[src/rtl/mlclaa_16bit_adder.sv]
// 16-bit two-level carry-lookahead adder: four 4-bit lookahead groups feed a
// second-level carry unit; combinational sum/cout plus a registered copy.
module mlclaa_16bit_adder (
    input  logic        clk,
    input  logic        rst_n,
    input  logic        cin,
    input  logic [15:0] a,
    input  logic [15:0] b,
    output logic [15:0] sum,
    output logic        cout,
    output logic [15:0] sum_q,
    output logic        cout_q
);

    localparam int NUM_GRP = 4;
    localparam int GRP_W   = 4;

    logic [15:0]        g;
    logic [15:0]        p;
    logic [15:0]        carry;
    logic [NUM_GRP-1:0] grp_g;
    logic [NUM_GRP-1:0] grp_p;
    logic [NUM_GRP:0]   grp_c;

    assign g = a & b;
    assign p = a ^ b;

    // Level 1: each group expands its internal carries from its own carry-in.
    for (genvar k = 0; k < NUM_GRP; k++) begin : g_grp
        logic [GRP_W-1:0] gl;
        logic [GRP_W-1:0] pl;
        logic             ci;

        assign gl = g[k*GRP_W +: GRP_W];
        assign pl = p[k*GRP_W +: GRP_W];
        assign ci = grp_c[k];

        assign carry[k*GRP_W + 0] = ci;
        assign carry[k*GRP_W + 1] = gl[0]
                                  | (pl[0] & ci);
        assign carry[k*GRP_W + 2] = gl[1]
                                  | (pl[1] & gl[0])
                                  | (pl[1] & pl[0] & ci);
        assign carry[k*GRP_W + 3] = gl[2]
                                  | (pl[2] & gl[1])
                                  | (pl[2] & pl[1] & gl[0])
                                  | (pl[2] & pl[1] & pl[0] & ci);

        assign grp_g[k] = gl[3]
                        | (pl[3] & gl[2])
                        | (pl[3] & pl[2] & gl[1])
                        | (pl[3] & pl[2] & pl[1] & gl[0]);
        assign grp_p[k] = &pl;
    end

    // Level 2: group carry-ins and final carry, fully expanded from cin.
    assign grp_c[0] = cin;
    assign grp_c[1] = grp_g[0]
                    | (grp_p[0] & cin);
    assign grp_c[2] = grp_g[1]
                    | (grp_p[1] & grp_g[0])
                    | (grp_p[1] & grp_p[0] & cin);
    assign grp_c[3] = grp_g[2]
                    | (grp_p[2] & grp_g[1])
                    | (grp_p[2] & grp_p[1] & grp_g[0])
                    | (grp_p[2] & grp_p[1] & grp_p[0] & cin);
    assign grp_c[4] = grp_g[3]
                    | (grp_p[3] & grp_g[2])
                    | (grp_p[3] & grp_p[2] & grp_g[1])
                    | (grp_p[3] & grp_p[2] & grp_p[1] & grp_g[0])
                    | (grp_p[3] & grp_p[2] & grp_p[1] & grp_p[0] & cin);

    assign sum  = p ^ carry;
    assign cout = grp_c[NUM_GRP];

    always_ff @(posedge clk) begin
        if (!rst_n) begin
            sum_q  <= '0;
            cout_q <= 1'b0;
        end else begin
            sum_q  <= sum;
            cout_q <= cout;
        end
    end

endmodule

[config.mk]
export PLATFORM = sky130hd
export DESIGN_NAME = mlclaa_16bit_adder
export DESIGN_NICKNAME = d
export VERILOG_FILES = /design/src/rtl/mlclaa_16bit_adder.sv
export SDC_FILE = /design/constraint.sdc
export NUM_CORES = 1
export LEC_CHECK = 0
export ABC_AREA = 1
export CAP_MARGIN = 20
export CORE_MARGIN = 3
export CORE_UTILIZATION = 40
export CTS_CLUSTER_DIAMETER = 40
export CTS_CLUSTER_SIZE = 28
export DETAILED_ROUTE_END_ITERATION = 8
export PLACE_DENSITY = 0.83
export SLEW_MARGIN = 20
export SYNTH_ARGS = -nofsm -noshare
export SYNTH_HDL_FRONTEND = slang
export SYNTH_SLANG_ARGS = --single-unit
[constraint.sdc]
create_clock -name clk -period 3 [get_ports clk]
set_input_delay 0.45 -clock clk [delete_from_list [all_inputs] [get_ports clk]]
set_output_delay 0.45 -clock clk [all_outputs]
set_load 0.005 [all_outputs]
# Word-level counts from Yosys, hierarchy flattened
# Cells that the tools add are included.
# totals
reg_bits	17
input_bits	35
output_inout_bits	34
# op_classes
bitwise	121
reduce_logical	4
# op_table
cell	n
bitwise AND 1 bit	72
OR 1 bit	46
bitwise XOR 16 bit	2
bitwise AND 16 bit	1
AND reduction 4 bit	4

# Depth between registers and ports, before layout
# depth
word_depth	12
ltp_mapped	12

# Least setup slack after synthesis
# OpenSTA, ideal clock, no wires.
# synth_path
path_kind	input -> output
startpoint	input port a[1]
endpoint	output port sum[13]
arrival_time_ns	2.044
setup_slack_ns	0.506
path_stages	9
n_path_buf	0
path_cell_list	ha_1 -> or2_4 -> nand3_2 -> nand2_4 -> nand2_2 -> nand2_2 -> fa_1 -> or2_2 -> nand2_1
# synth_via
elab_chain_cells	10
# synth_lines
item	line_no	text
start: declaration	7	input logic [15:0] a,
bitwise AND 16 bit / bitwise XOR 16 bit (equally long branches)	25, 26	
bitwise AND 1 bit (on tied branches)	51, 52	
OR 1 bit / bitwise AND 1 bit (equally long branches)	51, 52	
OR 1 bit	52	| (pl[3] & pl[2] & pl[1] & gl[0]);
bitwise AND 1 bit	65	| (grp_p[2] & grp_p[1] & grp_g[0])
OR 1 bit	65	
OR 1 bit (*)	66	| (grp_p[2] & grp_p[1] & grp_p[0] & cin);
bitwise AND 1 bit (*)	40	| (pl[0] & ci);
OR 1 bit (*)	40	
bitwise XOR 16 bit (*)	73	assign sum = p ^ carry;
end: declaration	9	output logic [15:0] sum,
# Mark *: on every way between the ends. The rest lies on a longest branch, timed or not.

# Worst setup path in the final report
# Ends and elaborated chain as after synthesis.

==> metrics <==
Synth Flop Type dfxtp_1; starting density of the core 0.4254; final worst-path cycle share 0.9894; Synthesis Warnings 0; Chip Width roughly 63 µm; routed len/inst roughly 12 µm; Distinct cells, synth 29; Util after Layout 0.8032; CTS buffer count 3; worst slew pin tran about 0.54 ns; post-synthesis sequential area ratio 0.2578; synth cell count leaders nand2_1 (44), inv_1 (35), dfxtp_1 (17); VDD IR-drop max 0.1982 mV; Synth top area share 0.2578; Total Routing Usage GR 0.2040; Max-slew headroom 0.6404; Hold Worst Slack 0.7442 ns; DP Area between 2000 and 2500 µm²; # DRC 0; CTS tree done; CTS root buf clkbuf_4; most numerous cell in the Yosys netlist nand2_1; Final #Nets roughly 350; slowest CP cell clkdlybuf4s50_1; Post-Route WL between 4000 and 5000 µm; Power Total around 0.9 mW; final setup violation count 0; Post-synth EDFFs 0; Cell Area, Synth around 1300 µm²; Final Non-Filler Cells 336; Die Span Y ~63 µm; fmax approximately 0.34 GHz; Vias per Instance roughly 4.6; routed vias around 1.5k; Hold Crit Class in -> reg; # IOs 69; Yosys reg bits 17; critical path fanouts, max 2; Mapped Nets approximately 240; Synth area leader dfxtp_1; RePlAce Congestion 0.7650; Worst-path clk slew between 0.1 and 0.15 ns; async set or reset register ratio after synthesis 0; delay of the slowest cell on the worst path around 0.4 ns; WP data arrival around 2.5 ns; Critical Path Most Common Cell nand2_2; CORE AREA roughly 3100 µm²; final instance area roughly 2500 µm²; Critical Path, Cell by Cell clkdlybuf4s50_1 > ha_1 > or2_4 > nand3_4 > nand2_4 > nand2_2 > nand2_2 > fa_2 > or2_2 > nand2_1 > clkbuf_2; H-tree depth 1; final setup TNS 0 ns; pin count of the biggest net entering global routing 14; crit start category primary input; Row Count 20; placed cell count around 330; initial antenna violation count 0; Mapped Cells ~180; synth-to-layout area growth 88.82%; run status finished clean; pwr/cell area between 300 and 400 nW/µm²; Worst Setup End Kind output port; Mapped Avg Cell Area between 7 and 8 µm²; number of port buffers 68; pre-CTS setup slack -0.4187 ns; final hold vios 0; vias in the first global route ~1.5k; post-detail-place hpwl about 3000 µm; hold_buf cts 0; Period minus WS final just under 3 ns; Clock Tree Buf Depth 2; Max Cap Viol 0; # diodes 0; Fill cells roughly 230; total gr overflow 0; DRT iter0 DRCs 21; synth top area cells dfxtp_1 (26%), ha_1 (15%), nand2_1 (13%), inv_1 (10%), fa_1 (6.1%); Leak 1.320 nW; worst setup path class in -> out; Crit path required time between 2 and 3 ns; die area 4025 µm²; setup ws final around 0.032 ns; RSZ-0062 raised after global routing true; share of cells above drive strength 1 0.3288; CTS sink cnt 17; first-pass GRT wire length ~6500 µm; remaining antenna violation count after routing 0; Slew Limit Fails 0; Detailed Routing Iterations Pass 1 4
layout make-up:
type	count	area, µm²	share of cell area
inverter	37	138.9	0.05572
tap	44	55.05	0.02209
timing repair buffer	108	970.9	0.3896
multi-input combinational	126	959.7	0.3850
clock buffer	3	22.52	0.009036
clock inverter	1	5.005	0.002008
sequential	17	340.3	0.1365
logic make-up after synthesis:
| family | synth area share |
|---|---|
| buf+inv | 0.1081 |
| simple gates | 0.3204 |
| fa+ha+maj | 0.2123 |
| xor+xnor | 0.01991 |
| flops | 0.2578 |
| compound gates | 0.08152 |
critical path: cells and delay by family:
| family | cells | cell delay [ns] |
|---|---|---|
| simple gates | 7 | 0.90 |
| buf+inv | 2 | 0.52 |
| fa+ha+maj | 2 | 0.65 |
state kept, by name, summed over array words and instances (netlist names):
signal,count
cout_q,1
sum_q,16
power breakdown:
part | total (mW) | internal, mW | switching, mW
Combinational | 0.505 | 0.301 | 0.204
Sequential | 0.260 | 0.253 | 0.00682
Clock | 0.136 | 0.0500 | 0.0857
path summary, 6_finish.rpt:
path,from,to,slack [ns],depth (start not counted)
setup / recovery,a[1],sum[13],0.03,11
hold / removal,b[5],sum_q[5],0.74,5
metal layers:
metal	vias up	wire, µm	global-route usage	part of all wire
met1	713	1619	0.2239	0.40
met3	5	193	0.03743	0.047
met2	46	2182	0.3781	0.54
met4	0	74	0.08625	0.018
li1	784	-	-	-
met5	-	0	0	0
layout by cell type (no fill, tap or decap), types with 7 or more instances in the layout:
master / instances
dfxtp_1: 17
a21oi_1: 7
ha_4: 7
nand2_2: 15
ha_1: 9
nand2_1: 40
buf_4: 39
nor2_1: 8
clkdlybuf4s50_1: 49
inv_1: 33
dlymetal6s2s_1: 7
what timing repair did:
action | in CTS | in global routing
setup endpoints to repair | 11 | 9
pin swaps | 7 | 11
buffers inserted | 6 | 1
hold endpoints to repair | 0 | 0
resized for setup | 32 | 24
(Power assumes the default switching activity.)
==> edit (same settings) <==
Add an input register stage for `cin`, `a` and `b`, cleared by the reset; this delays them by one clock. Comments in the files are not updated.
--- a/src/rtl/mlclaa_16bit_adder.sv
+++ b/src/rtl/mlclaa_16bit_adder.sv
@@ -15,6 +15,22 @@
     localparam int NUM_GRP = 4;
     localparam int GRP_W   = 4;
 
+    logic cin_q;
+    logic [15:0] a_q;
+    logic [15:0] b_q;
+
+    always_ff @(posedge clk) begin
+        if (!rst_n) begin
+            cin_q <= '0;
+            a_q   <= '0;
+            b_q   <= '0;
+        end else begin
+            cin_q <= cin;
+            a_q   <= a;
+            b_q   <= b;
+        end
+    end
+
     logic [15:0]        g;
     logic [15:0]        p;
     logic [15:0]        carry;
@@ -22,8 +38,8 @@
     logic [NUM_GRP-1:0] grp_p;
     logic [NUM_GRP:0]   grp_c;
 
-    assign g = a & b;
-    assign p = a ^ b;
+    assign g = a_q & b_q;
+    assign p = a_q ^ b_q;
 
     // Level 1: each group expands its internal carries from its own carry-in.
     for (genvar k = 0; k < NUM_GRP; k++) begin : g_grp
@@ -54,21 +70,21 @@
     end
 
     // Level 2: group carry-ins and final carry, fully expanded from cin.
-    assign grp_c[0] = cin;
+    assign grp_c[0] = cin_q;
     assign grp_c[1] = grp_g[0]
-                    | (grp_p[0] & cin);
+                    | (grp_p[0] & cin_q);
     assign grp_c[2] = grp_g[1]
                     | (grp_p[1] & grp_g[0])
-                    | (grp_p[1] & grp_p[0] & cin);
+                    | (grp_p[1] & grp_p[0] & cin_q);
     assign grp_c[3] = grp_g[2]
                     | (grp_p[2] & grp_g[1])
                     | (grp_p[2] & grp_p[1] & grp_g[0])
-                    | (grp_p[2] & grp_p[1] & grp_p[0] & cin);
+                    | (grp_p[2] & grp_p[1] & grp_p[0] & cin_q);
     assign grp_c[4] = grp_g[3]
                     | (grp_p[3] & grp_g[2])
                     | (grp_p[3] & grp_p[2] & grp_g[1])
                     | (grp_p[3] & grp_p[2] & grp_p[1] & grp_g[0])
-                    | (grp_p[3] & grp_p[2] & grp_p[1] & grp_p[0] & cin);
+                    | (grp_p[3] & grp_p[2] & grp_p[1] & grp_p[0] & cin_q);
 
     assign sum  = p ^ carry;
     assign cout = grp_c[NUM_GRP];
Check against the original RTL: not equivalent (a bounded check fails within 4 cycles, from zero or initial values and one cycle with rst_n low).
==> edit against the original RTL <==
Sequential cell count up 33; routed wire length increased by 20%; largest power group is now sequential cells; area after synthesis increased by 70%; via count is 21% higher; worst setup slack improved by 130 ps; first-iteration DRC count grew to 3.0 times the old value; die area rose by 63%; power is 73% higher; final area is 33% higher.
==> edit: results (changes against the original RTL) <==
| Metric | Value |
|---|---|
| Global-route wire length before repair | `7389 um (+13%)` |
| Leakage | `0.001779 uW (+35%)` |
| Fin nets | `415 (+19%)` |
| Part of the Yosys area used for sequential elements | `44.62% (+19 points)` |
| Area after DPL | `3015 um2 (+31%)` |
| Cts bufs inserted | `5 (+2)` |
| Destination of the worst hold path | `sum_q[0]` |
| Ranking of synthesized cells by instance count | `nand2_1 (77), inv_1 (68), dfxtp_1 (50), ha_1 (16), nand2_2 (11)` |
| Vias in the first global route | `1,760 (+16%)` |
| Status | `finished clean` |
| Synth area leaders | `dfxtp_1 (45%), nand2_1 (13%), inv_1 (11%)` |
| Post-synthesis cell type count | `30 (+3.4%)` |
| Worst Hold Launch | `b_q[0]` |
| Hold-critical path depth | `3 (-2)` |
| Largest net degree at the start of global routing | `25 (+11)` |
| Worst path slowest cell | `dfxtp_2` |
| Total wire length | `4867 um (+20%)` |
| Fillers | `459 (+100%)` |
| Worst min-delay path class | `reg -> reg` |
| Dpl ws | `58.74 ps (+477.5 ps)` |
| VDD IR-drop max | `0.2929 mV (+48%)` |
| Post-synth net total | `339 (+44%)` |
| Hpwl dp | `3469 um (+15%)` |
| Vias | `1,867 (+21%)` |
| Layout cell share with drive strength beyond 1 | `17.17% (-16 points)` |
| CP max FO | `5 (+3)` |
| Sw Pwr | `391.2 uW (+32%)` |
| CTS root buf | `clkbuf_8` |
| Gpl congestion | `0.8066 (+5.4%)` |
-- edit: cell count changes after synthesis, sizes merged --
cell and delta:
dfxtp +33, inv +33, nand2 +33, buf +2, clkbuf +2
-- edit: cells by family after synthesis --
| family | synth area share, % |
|---|---|
| adder cells (fa/ha/maj) | 12.49 |
| AO/OA/AOI/OAI | 4.797 |
| buffers and inverters | 12.55 |
| flip-flops | 44.62 |
| AND/OR/NAND/NOR | 24.37 |
| XOR/XNOR | 1.171 |
-- edit: layout make-up --
class	instances	area [um2]	area share, %
tap	70	87.58	2.645
sequential	50	1007	30.41
clock buffer	5	68.82	2.078
inverter	70	262.8	7.934
clock inverter	3	43.79	1.322
multi-input combinational	159	1105	33.36
timing repair buffer	74	737.0	22.25
-- edit: metrics by stage --
stage                     std cells  utilization (%)  hold slack (ps)
after floorplan                 284                -            547.6
after global placement          420            57.22            621.3
after detailed placement        420            57.22            633.1
after CTS                       429            60.76            648.6
after global routing            431            62.84            661.4
final                           431            62.84            653.1
-- edit: power groups by stage --
stage	logic (uW)	clock network, uW	registers [uW]
floorplan	147	0	740
global placement	321	0	737
detailed placement	329	0	739
CTS	338	486	727
global route	389	510	736
finish	349	476	732
-- edit: what timing repair did --
item / CTS / global route
gates resized for setup: 9 / 19
setup endpoints to repair: 6 / 6
buffers inserted: 1 / 2
pin swaps: 2 / 5
-- edit: metal layers --
metal	global-route usage, %	share of wire, %	up-vias
met1	14.81	39	829
li1	-	-	984
met3	4.324	5.4	7
met5	0	0	-
met2	28.82	54	47
met4	4.730	1.5	0
-- edit: worst max-delay path by stage --
stage / start / to / slack, ps / cells after the start
4_1_cts: a_q[8] / sum[13] / -160 / 10
3_3_place_gp: a_q[5] / sum[13] / 130 / 11
3_5_place_dp: a_q[5] / sum[13] / 60 / 11
5_1_grt: a_q[1] / sum[10] / 5 / 13
2_1_floorplan: a_q[1] / sum[13] / 670 / 9
6_report: a_q[1] / sum[9] / 170 / 12
-- edit: tightest hold or removal path: stages (launching register included) --
cell,delay [ps]
dfxtp_1,320
inv_1,70
fa_1,180
nor2_1,50
